<file path="src/rtl/axi_master_rw.sv">
// Single-outstanding AXI4 burst master: one command at a time becomes either an INCR write
// burst (AW + W + B) or an INCR read burst (AR + R). A one-cycle done pulse reports the outcome.
module axi_master_rw #(
    parameter int unsigned DATA_WIDTH = 32,
    parameter int unsigned ADDR_WIDTH = 16,
    parameter int unsigned STRB_WIDTH = DATA_WIDTH / 8,
    parameter int unsigned ID_WIDTH   = 8
) (
    input  logic                  clk,
    input  logic                  rst,
    // Command
    input  logic                  cmd_valid,
    output logic                  cmd_ready,
    input  logic                  cmd_write,
    input  logic [ADDR_WIDTH-1:0] cmd_addr,
    input  logic [7:0]            cmd_len,
    // Write-data stream
    input  logic [DATA_WIDTH-1:0] wr_data,
    input  logic [STRB_WIDTH-1:0] wr_strb,
    input  logic                  wr_valid,
    output logic                  wr_ready,
    // Read-data stream
    output logic [DATA_WIDTH-1:0] rd_data,
    output logic                  rd_last,
    output logic                  rd_valid,
    input  logic                  rd_ready,
    // Completion
    output logic                  done_valid,
    output logic                  done_error,
    // AW channel
    output logic [ID_WIDTH-1:0]   m_axi_awid,
    output logic [ADDR_WIDTH-1:0] m_axi_awaddr,
    output logic [7:0]            m_axi_awlen,
    output logic [2:0]            m_axi_awsize,
    output logic [1:0]            m_axi_awburst,
    output logic                  m_axi_awlock,
    output logic [3:0]            m_axi_awcache,
    output logic [2:0]            m_axi_awprot,
    output logic                  m_axi_awvalid,
    input  logic                  m_axi_awready,
    // W channel
    output logic [DATA_WIDTH-1:0] m_axi_wdata,
    output logic [STRB_WIDTH-1:0] m_axi_wstrb,
    output logic                  m_axi_wlast,
    output logic                  m_axi_wvalid,
    input  logic                  m_axi_wready,
    // B channel
    input  logic [ID_WIDTH-1:0]   m_axi_bid,
    input  logic [1:0]            m_axi_bresp,
    input  logic                  m_axi_bvalid,
    output logic                  m_axi_bready,
    // AR channel
    output logic [ID_WIDTH-1:0]   m_axi_arid,
    output logic [ADDR_WIDTH-1:0] m_axi_araddr,
    output logic [7:0]            m_axi_arlen,
    output logic [2:0]            m_axi_arsize,
    output logic [1:0]            m_axi_arburst,
    output logic                  m_axi_arlock,
    output logic [3:0]            m_axi_arcache,
    output logic [2:0]            m_axi_arprot,
    output logic                  m_axi_arvalid,
    input  logic                  m_axi_arready,
    // R channel
    input  logic [ID_WIDTH-1:0]   m_axi_rid,
    input  logic [DATA_WIDTH-1:0] m_axi_rdata,
    input  logic [1:0]            m_axi_rresp,
    input  logic                  m_axi_rlast,
    input  logic                  m_axi_rvalid,
    output logic                  m_axi_rready
);

    localparam logic [2:0] BeatSize = 3'($clog2(STRB_WIDTH));

    typedef enum logic [1:0] {StIdle, StWrite, StWresp, StRead} state_e;

    state_e                state_q, state_d;
    logic [ADDR_WIDTH-1:0] addr_q, addr_d;
    logic [7:0]            len_q, len_d;
    logic [7:0]            cnt_q, cnt_d;
    logic                  awvalid_q, awvalid_d;
    logic                  arvalid_q, arvalid_d;
    logic                  aw_done_q, aw_done_d;  // AW accepted for the current burst
    logic                  w_done_q, w_done_d;    // last W beat sent, still waiting on AW
    logic                  err_q, err_d;          // sticky read error
    logic                  done_valid_q, done_valid_d;
    logic                  done_error_q, done_error_d;

    logic w_active, r_active;
    logic aw_hs, ar_hs, w_hs, r_hs;

    // IDs are never checked; one transaction is outstanding at a time.
    logic unused_in;
    assign unused_in = ^{m_axi_bid, m_axi_rid, m_axi_bresp[0], m_axi_rresp[0]};

    assign m_axi_awid    = '0;
    assign m_axi_awsize  = BeatSize;
    assign m_axi_awburst = 2'b01;
    assign m_axi_awlock  = 1'b0;
    assign m_axi_awcache = 4'b0011;
    assign m_axi_awprot  = 3'b000;
    assign m_axi_arid    = '0;
    assign m_axi_arsize  = BeatSize;
    assign m_axi_arburst = 2'b01;
    assign m_axi_arlock  = 1'b0;
    assign m_axi_arcache = 4'b0011;
    assign m_axi_arprot  = 3'b000;

    assign m_axi_awaddr  = addr_q;
    assign m_axi_awlen   = len_q;
    assign m_axi_awvalid = awvalid_q;
    assign m_axi_araddr  = addr_q;
    assign m_axi_arlen   = len_q;
    assign m_axi_arvalid = arvalid_q;

    assign cmd_ready = (state_q == StIdle);

    // W runs independently of AW; it goes quiet once the last beat is out.
    assign w_active     = (state_q == StWrite) && !w_done_q;
    assign m_axi_wvalid = w_active && wr_valid;
    assign wr_ready     = w_active && m_axi_wready;
    assign m_axi_wdata  = wr_data;
    assign m_axi_wstrb  = wr_strb;
    assign m_axi_wlast  = (state_q == StWrite) && (cnt_q == 8'd0);
    assign m_axi_bready = (state_q == StWresp);

    assign r_active     = (state_q == StRead);
    assign rd_valid     = r_active && m_axi_rvalid;
    assign m_axi_rready = r_active && rd_ready;
    assign rd_data      = m_axi_rdata;
    assign rd_last      = m_axi_rlast;

    assign done_valid = done_valid_q;
    assign done_error = done_error_q;

    assign aw_hs = awvalid_q && m_axi_awready;
    assign ar_hs = arvalid_q && m_axi_arready;
    assign w_hs  = m_axi_wvalid && m_axi_wready;
    assign r_hs  = m_axi_rvalid && m_axi_rready;

    // Next-state logic: FSM transitions, address/valid registers, beat counter and error tracking.
    always_comb begin
        state_d      = state_q;
        addr_d       = addr_q;
        len_d        = len_q;
        cnt_d        = cnt_q;
        awvalid_d    = awvalid_q;
        arvalid_d    = arvalid_q;
        aw_done_d    = aw_done_q;
        w_done_d     = w_done_q;
        err_d        = err_q;
        done_valid_d = 1'b0;
        done_error_d = done_error_q;

        if (aw_hs) awvalid_d = 1'b0;
        if (ar_hs) arvalid_d = 1'b0;

        unique case (state_q)
            StIdle: begin
                if (cmd_valid) begin
                    addr_d    = cmd_addr;
                    len_d     = cmd_len;
                    cnt_d     = cmd_len;
                    err_d     = 1'b0;
                    aw_done_d = 1'b0;
                    w_done_d  = 1'b0;
                    if (cmd_write) begin
                        awvalid_d = 1'b1;
                        state_d   = StWrite;
                    end else begin
                        arvalid_d = 1'b1;
                        state_d   = StRead;
                    end
                end
            end
            StWrite: begin
                if (aw_hs) aw_done_d = 1'b1;
                if (w_hs) begin
                    if (cnt_q == 8'd0) begin
                        if (aw_done_q || aw_hs) state_d = StWresp;
                        else                    w_done_d = 1'b1;
                    end else begin
                        cnt_d = cnt_q - 8'd1;
                    end
                end
                if (w_done_q && aw_hs) state_d = StWresp;
            end
            StWresp: begin
                if (m_axi_bvalid) begin
                    state_d      = StIdle;
                    done_valid_d = 1'b1;
                    done_error_d = m_axi_bresp[1];
                end
            end
            StRead: begin
                if (r_hs) begin
                    err_d = err_q | m_axi_rresp[1];
                    if (cnt_q != 8'd0)     cnt_d = cnt_q - 8'd1;
                    else if (!m_axi_rlast) err_d = 1'b1;  // beat beyond the requested length
                    if (m_axi_rlast) begin
                        state_d      = StIdle;
                        done_valid_d = 1'b1;
                        done_error_d = err_q | m_axi_rresp[1] | (cnt_q != 8'd0);
                    end
                end
            end
            default: state_d = StIdle;
        endcase
    end

    // State registers; reset abandons any burst in flight without a done pulse.
    always_ff @(posedge clk or posedge rst) begin
        if (rst) begin
            state_q      <= StIdle;
            addr_q       <= '0;
            len_q        <= '0;
            cnt_q        <= '0;
            awvalid_q    <= 1'b0;
            arvalid_q    <= 1'b0;
            aw_done_q    <= 1'b0;
            w_done_q     <= 1'b0;
            err_q        <= 1'b0;
            done_valid_q <= 1'b0;
            done_error_q <= 1'b0;
        end else begin
            state_q      <= state_d;
            addr_q       <= addr_d;
            len_q        <= len_d;
            cnt_q        <= cnt_d;
            awvalid_q    <= awvalid_d;
            arvalid_q    <= arvalid_d;
            aw_done_q    <= aw_done_d;
            w_done_q     <= w_done_d;
            err_q        <= err_d;
            done_valid_q <= done_valid_d;
            done_error_q <= done_error_d;
        end
    end

endmodule

</file>
<file path="config.mk">
export PLATFORM = sky130hd
export DESIGN_NAME = axi_master_rw
export DESIGN_NICKNAME = d
export VERILOG_FILES = /design/src/rtl/axi_master_rw.sv
export SDC_FILE = /design/constraint.sdc
export NUM_CORES = 1
export LEC_CHECK = 0
export ABC_AREA = 1
export BUFFER_PORTS_ARGS = -buffer_cell sky130_fd_sc_hd__clkbuf_2
export CAP_MARGIN = 20
export CORE_AREA = 2 2 115 117
export DETAILED_ROUTE_END_ITERATION = 6
export DIE_AREA = 0 0 117 119
export SLEW_MARGIN = 20
export SYNTH_ARGS = -nofsm -noshare
export SYNTH_HDL_FRONTEND = slang
export SYNTH_SLANG_ARGS = --single-unit
export TNS_END_PERCENT = 100
</file>
<file path="constraint.sdc">
create_clock -name clk -period 1.8 [get_ports clk]
set_clock_uncertainty 0.1 [all_clocks]
set_input_delay 0.18 -clock clk [delete_from_list [all_inputs] [get_ports clk]]
set_output_delay 0.18 -clock clk [all_outputs]
set_load 0.05 [all_outputs]
</file>
==> results by group <==
Outcome
  – Status: finished clean

Layout
  – Final #Nets: 571
  – Diodes inserted: 0
  – Post-layout util: 26.42%
  – Area growth syn-to-layout: 8.673%
  – Fillers: 1,419
  – Multi-input logic area: 1091 um^2
  – Share of layout cells above drive strength 1: 32.06%
  – FF+latch area: 1027 um^2

Synthesis
  – Synth unique cells: 27
  – Syn Area/Cell: 7.489 um^2
  – Post-Syn Instances: 418
  – Leading post-synthesis cells by cell area: dfrtp_1 33%, buf_4 32%, nand2_1 15%
  – Share of the synthesized area in the top cell type: 32.77%
  – YS warnings: 0
  – Mapped cell area: 3131 um^2
  – Synthesized flop and latch total: 41
  – Area leader, netlist: dfrtp_1
  – Seq/Total Area, Yosys: 32.77%

Global routing
  – GRT Overall Usage: 9.480%
  – Most Crowded Layer GR: met2
  – GR Util met1: 10.83%
  – Largest net degree at the start of global routing: 23
  – Met2 GRT Util: 15.57%
  – Gr ovfl total: 0
  – First-pass GRT wire length: 10,200 um
  – Routing usage on met3: 3.359%
  – Initial antenna violation count: 0
  – Vias in the first global route: 2,072

Floorplan
  – Die Span Y: 119 um
  – DIE WIDTH: 117 um
  – # rows: 42
  – Core Footprint: 12,870 um^2
  – IO Pins: 294
  – Die Area: 13,920 um^2
  – Initial core utilization: 24.31%

Job
  – MaxCap Viol Count: 0

STA
  – Final Worst Setup Slack: 17.63 ps
  – Post-layout min period: 1782 ps
  – Fin. Hold Viols: 0
  – Slew Limit Fails: 0
  – RSZ-0062 raised after global routing: yes
  – FMAX: 561.1 MHz
  – Period utilization: 99.02%
  – Setup Viol. Count Final: 0

Critical path
  – CP required: 1520 ps
  – Critical path class: reg2out
  – Crit path DAT: 1500 ps
  – Critical path capture point type: output port
  – Worst setup SP type: register
  – CP max FO: 3

Clock tree
  – Total clock sinks: 41
  – Num CTS Buffers: 5
  – Clk buf depth: 2
  – Clock Tree Root: clkbuf_16
  – Reg clk slew, reported paths: 70 ps
  – CTS H-tree lvls: 2
  – CTS tree: built
  – Worst-Skew Late Latency: 290 ps

Power and ir drop
  – LEAKAGE: 1.923 nW
  – P per Cell Area: 2233 nW/um^2
  – Switch Pwr: 4.435 mW
  – Switching fraction of total power: 58.39%
  – Sequential share of power: 23.0%
  – Comb pwr share: 62.7%
  – Power, Total: 7.596 mW
  – Peak supply drop: 548.0 uV
  – Internal power: 3.161 mW
  – Clock share of power: 14.3%

Drt
  – DR vias/cell: 3.791
  – DRT antenna net count: 0
  – Pre-Repair DR Iteration Count: 4
  – Routed WL per cell: 11.00 um
  – Routed via count: 2,358
  – DRT iter0 DRCs: 118
  – Post-Route WL: 6843 um
  – Remaining DRCs: 0

Placement
  – # port buffers: 97
  – Hpwl dp: 5077 um
  – Placer congestion estimate: 0.8126
  – Pre-CTS setup slack: 158.3 ps

Hold path
  – Min-Delay Path Class: in2reg
-- state kept, by name, indices dropped and copies added (netlist names) --
register,count
aw_done_q,1
cnt_q,8
done_error,1
done_valid,1
err_q,1
m_axi_araddr,16
m_axi_arlen,8
m_axi_arvalid,1
m_axi_awvalid,1
state_q,2
w_done_q,1
-- metrics by stage --
step | instance area (um^2) | hold WS, ps | TNS (ps) | instances
6_report | 3402 | 10.35 | 0 | 622
5_1_grt | 3402 | 17.66 | -51.43 | 622
4_1_cts | 3366 | 0.3441 | 0 | 620
3_5_place_dp | 2999 | 125.9 | 0 | 595
3_3_place_gp | 2999 | 130.7 | 0 | 595
2_1_floorplan | 3283 | 179.0 | 0 | 458
-- power groups by stage --
stage / registers (mW) / logic, mW / clock network (mW)
after floorplan: 2.65 / 3.57 / 0
after global placement: 1.75 / 4.65 / 0
after detailed placement: 1.76 / 4.66 / 0
after CTS: 1.75 / 4.75 / 1.13
after global routing: 1.83 / 5.19 / 1.15
final: 1.75 / 4.76 / 1.08
-- cells by family after synthesis --
family	synth area share, %
buffers and inverters	38.05
and+or+nand+nor	23.66
AOI/OAI and AO/OA	4.476
DFF	32.77
other	0.2399
adders and majority gates	0.7992
-- final cells by class --
type | count | area share (%)
well taps | 176 | 6.473
clock buffers | 6 | 4.082
flip-flops and latches | 41 | 30.20
repair buffers | 124 | 22.66
multi-input cells | 242 | 32.07
inverters | 31 | 3.420
clock inverters | 2 | 1.103
-- cell usage after synthesis --
master,n
buf_4,135
nand2_1,126
dfrtp_1,41
inv_1,28
nand3_1,15
nor2_1,15
o21ai_0,15
nand2_2,6
buf_2,4
nor2_4,4
buf_6,3
inv_2,3
a21oi_1,2
a21oi_2,2
a31oi_1,2
clkbuf_1,2
conb_1,2
ha_1,2
nor3_1,2
o22ai_1,2
a21boi_0,1
nand2_4,1
nand3b_1,1
nand4_1,1
nor2_2,1
nor3b_2,1
o21ai_1,1
-- what timing repair did --
item | 4_1_cts | 5_1_grt
setup endpoints to repair | 1 | 3
hold endpoints to repair | 35 | 0
resized for setup | 6 | 6
pin swaps | 1 | 3
cloned | 0 | 0
hold buffers | 15 | 0
buffers inserted | 2 | 2
-- critical path: stages, from the launching register on --
cell	delay, ps
dfrtp_1	400
inv_2	90
ha_4	130
nand3_2	70
nor2_4	140
nand2_4	70
nor2_4	130
clkbuf_16	170
-- per-layer routing --
| metal | share of wire [%] | wire [um] |
|---|---|---|
| met2 | 48 | 3282 |
| met4 | 2.9 | 198 |
| met5 | 0 | 0 |
| met1 | 41 | 2811 |
| met3 | 8.1 | 551 |
-- final timing paths --
path	cells past startpoint	slack, ps	endpoint	from
worst max-delay path	7	20	m_axi_wlast	cnt_q[1]
worst min-delay path	3	10	m_axi_arlen[7]	cmd_len[7]
worst max register to register	10	160	cnt_q[7]	cnt_q[1]
worst min register to register	2	400	m_axi_arlen[1]	m_axi_arlen[1]
max in group asynchronous	4	750	state_q[0]	rst
min in group asynchronous	3	360	m_axi_araddr[12]	rst
-- layout by cell type (no fill, tap or decap), types with 2 or more instances in the layout --
| master | netlist | layout |
|---|---|---|
| a21oi_1 | 2 | 2 |
| a21oi_2 | 2 | 2 |
| a31oi_1 | 2 | 2 |
| buf_12 | 0 | 2 |
| buf_4 | 135 | 10 |
| clkbuf_16 | 0 | 6 |
| clkbuf_2 | 0 | 95 |
| conb_1 | 2 | 42 |
| dfrtp_1 | 41 | 40 |
| dlygate4sd3_1 | 0 | 15 |
| inv_1 | 28 | 25 |
| inv_2 | 3 | 6 |
| nand2_1 | 126 | 126 |
| nand2_2 | 6 | 6 |
| nand3_1 | 15 | 14 |
| nor2_1 | 15 | 13 |
| nor2_2 | 1 | 2 |
| nor2_4 | 4 | 5 |
| nor3_1 | 2 | 2 |
| o21ai_0 | 15 | 15 |
| o22ai_1 | 2 | 2 |
Note: power is estimated with default switching activity, not from simulation.
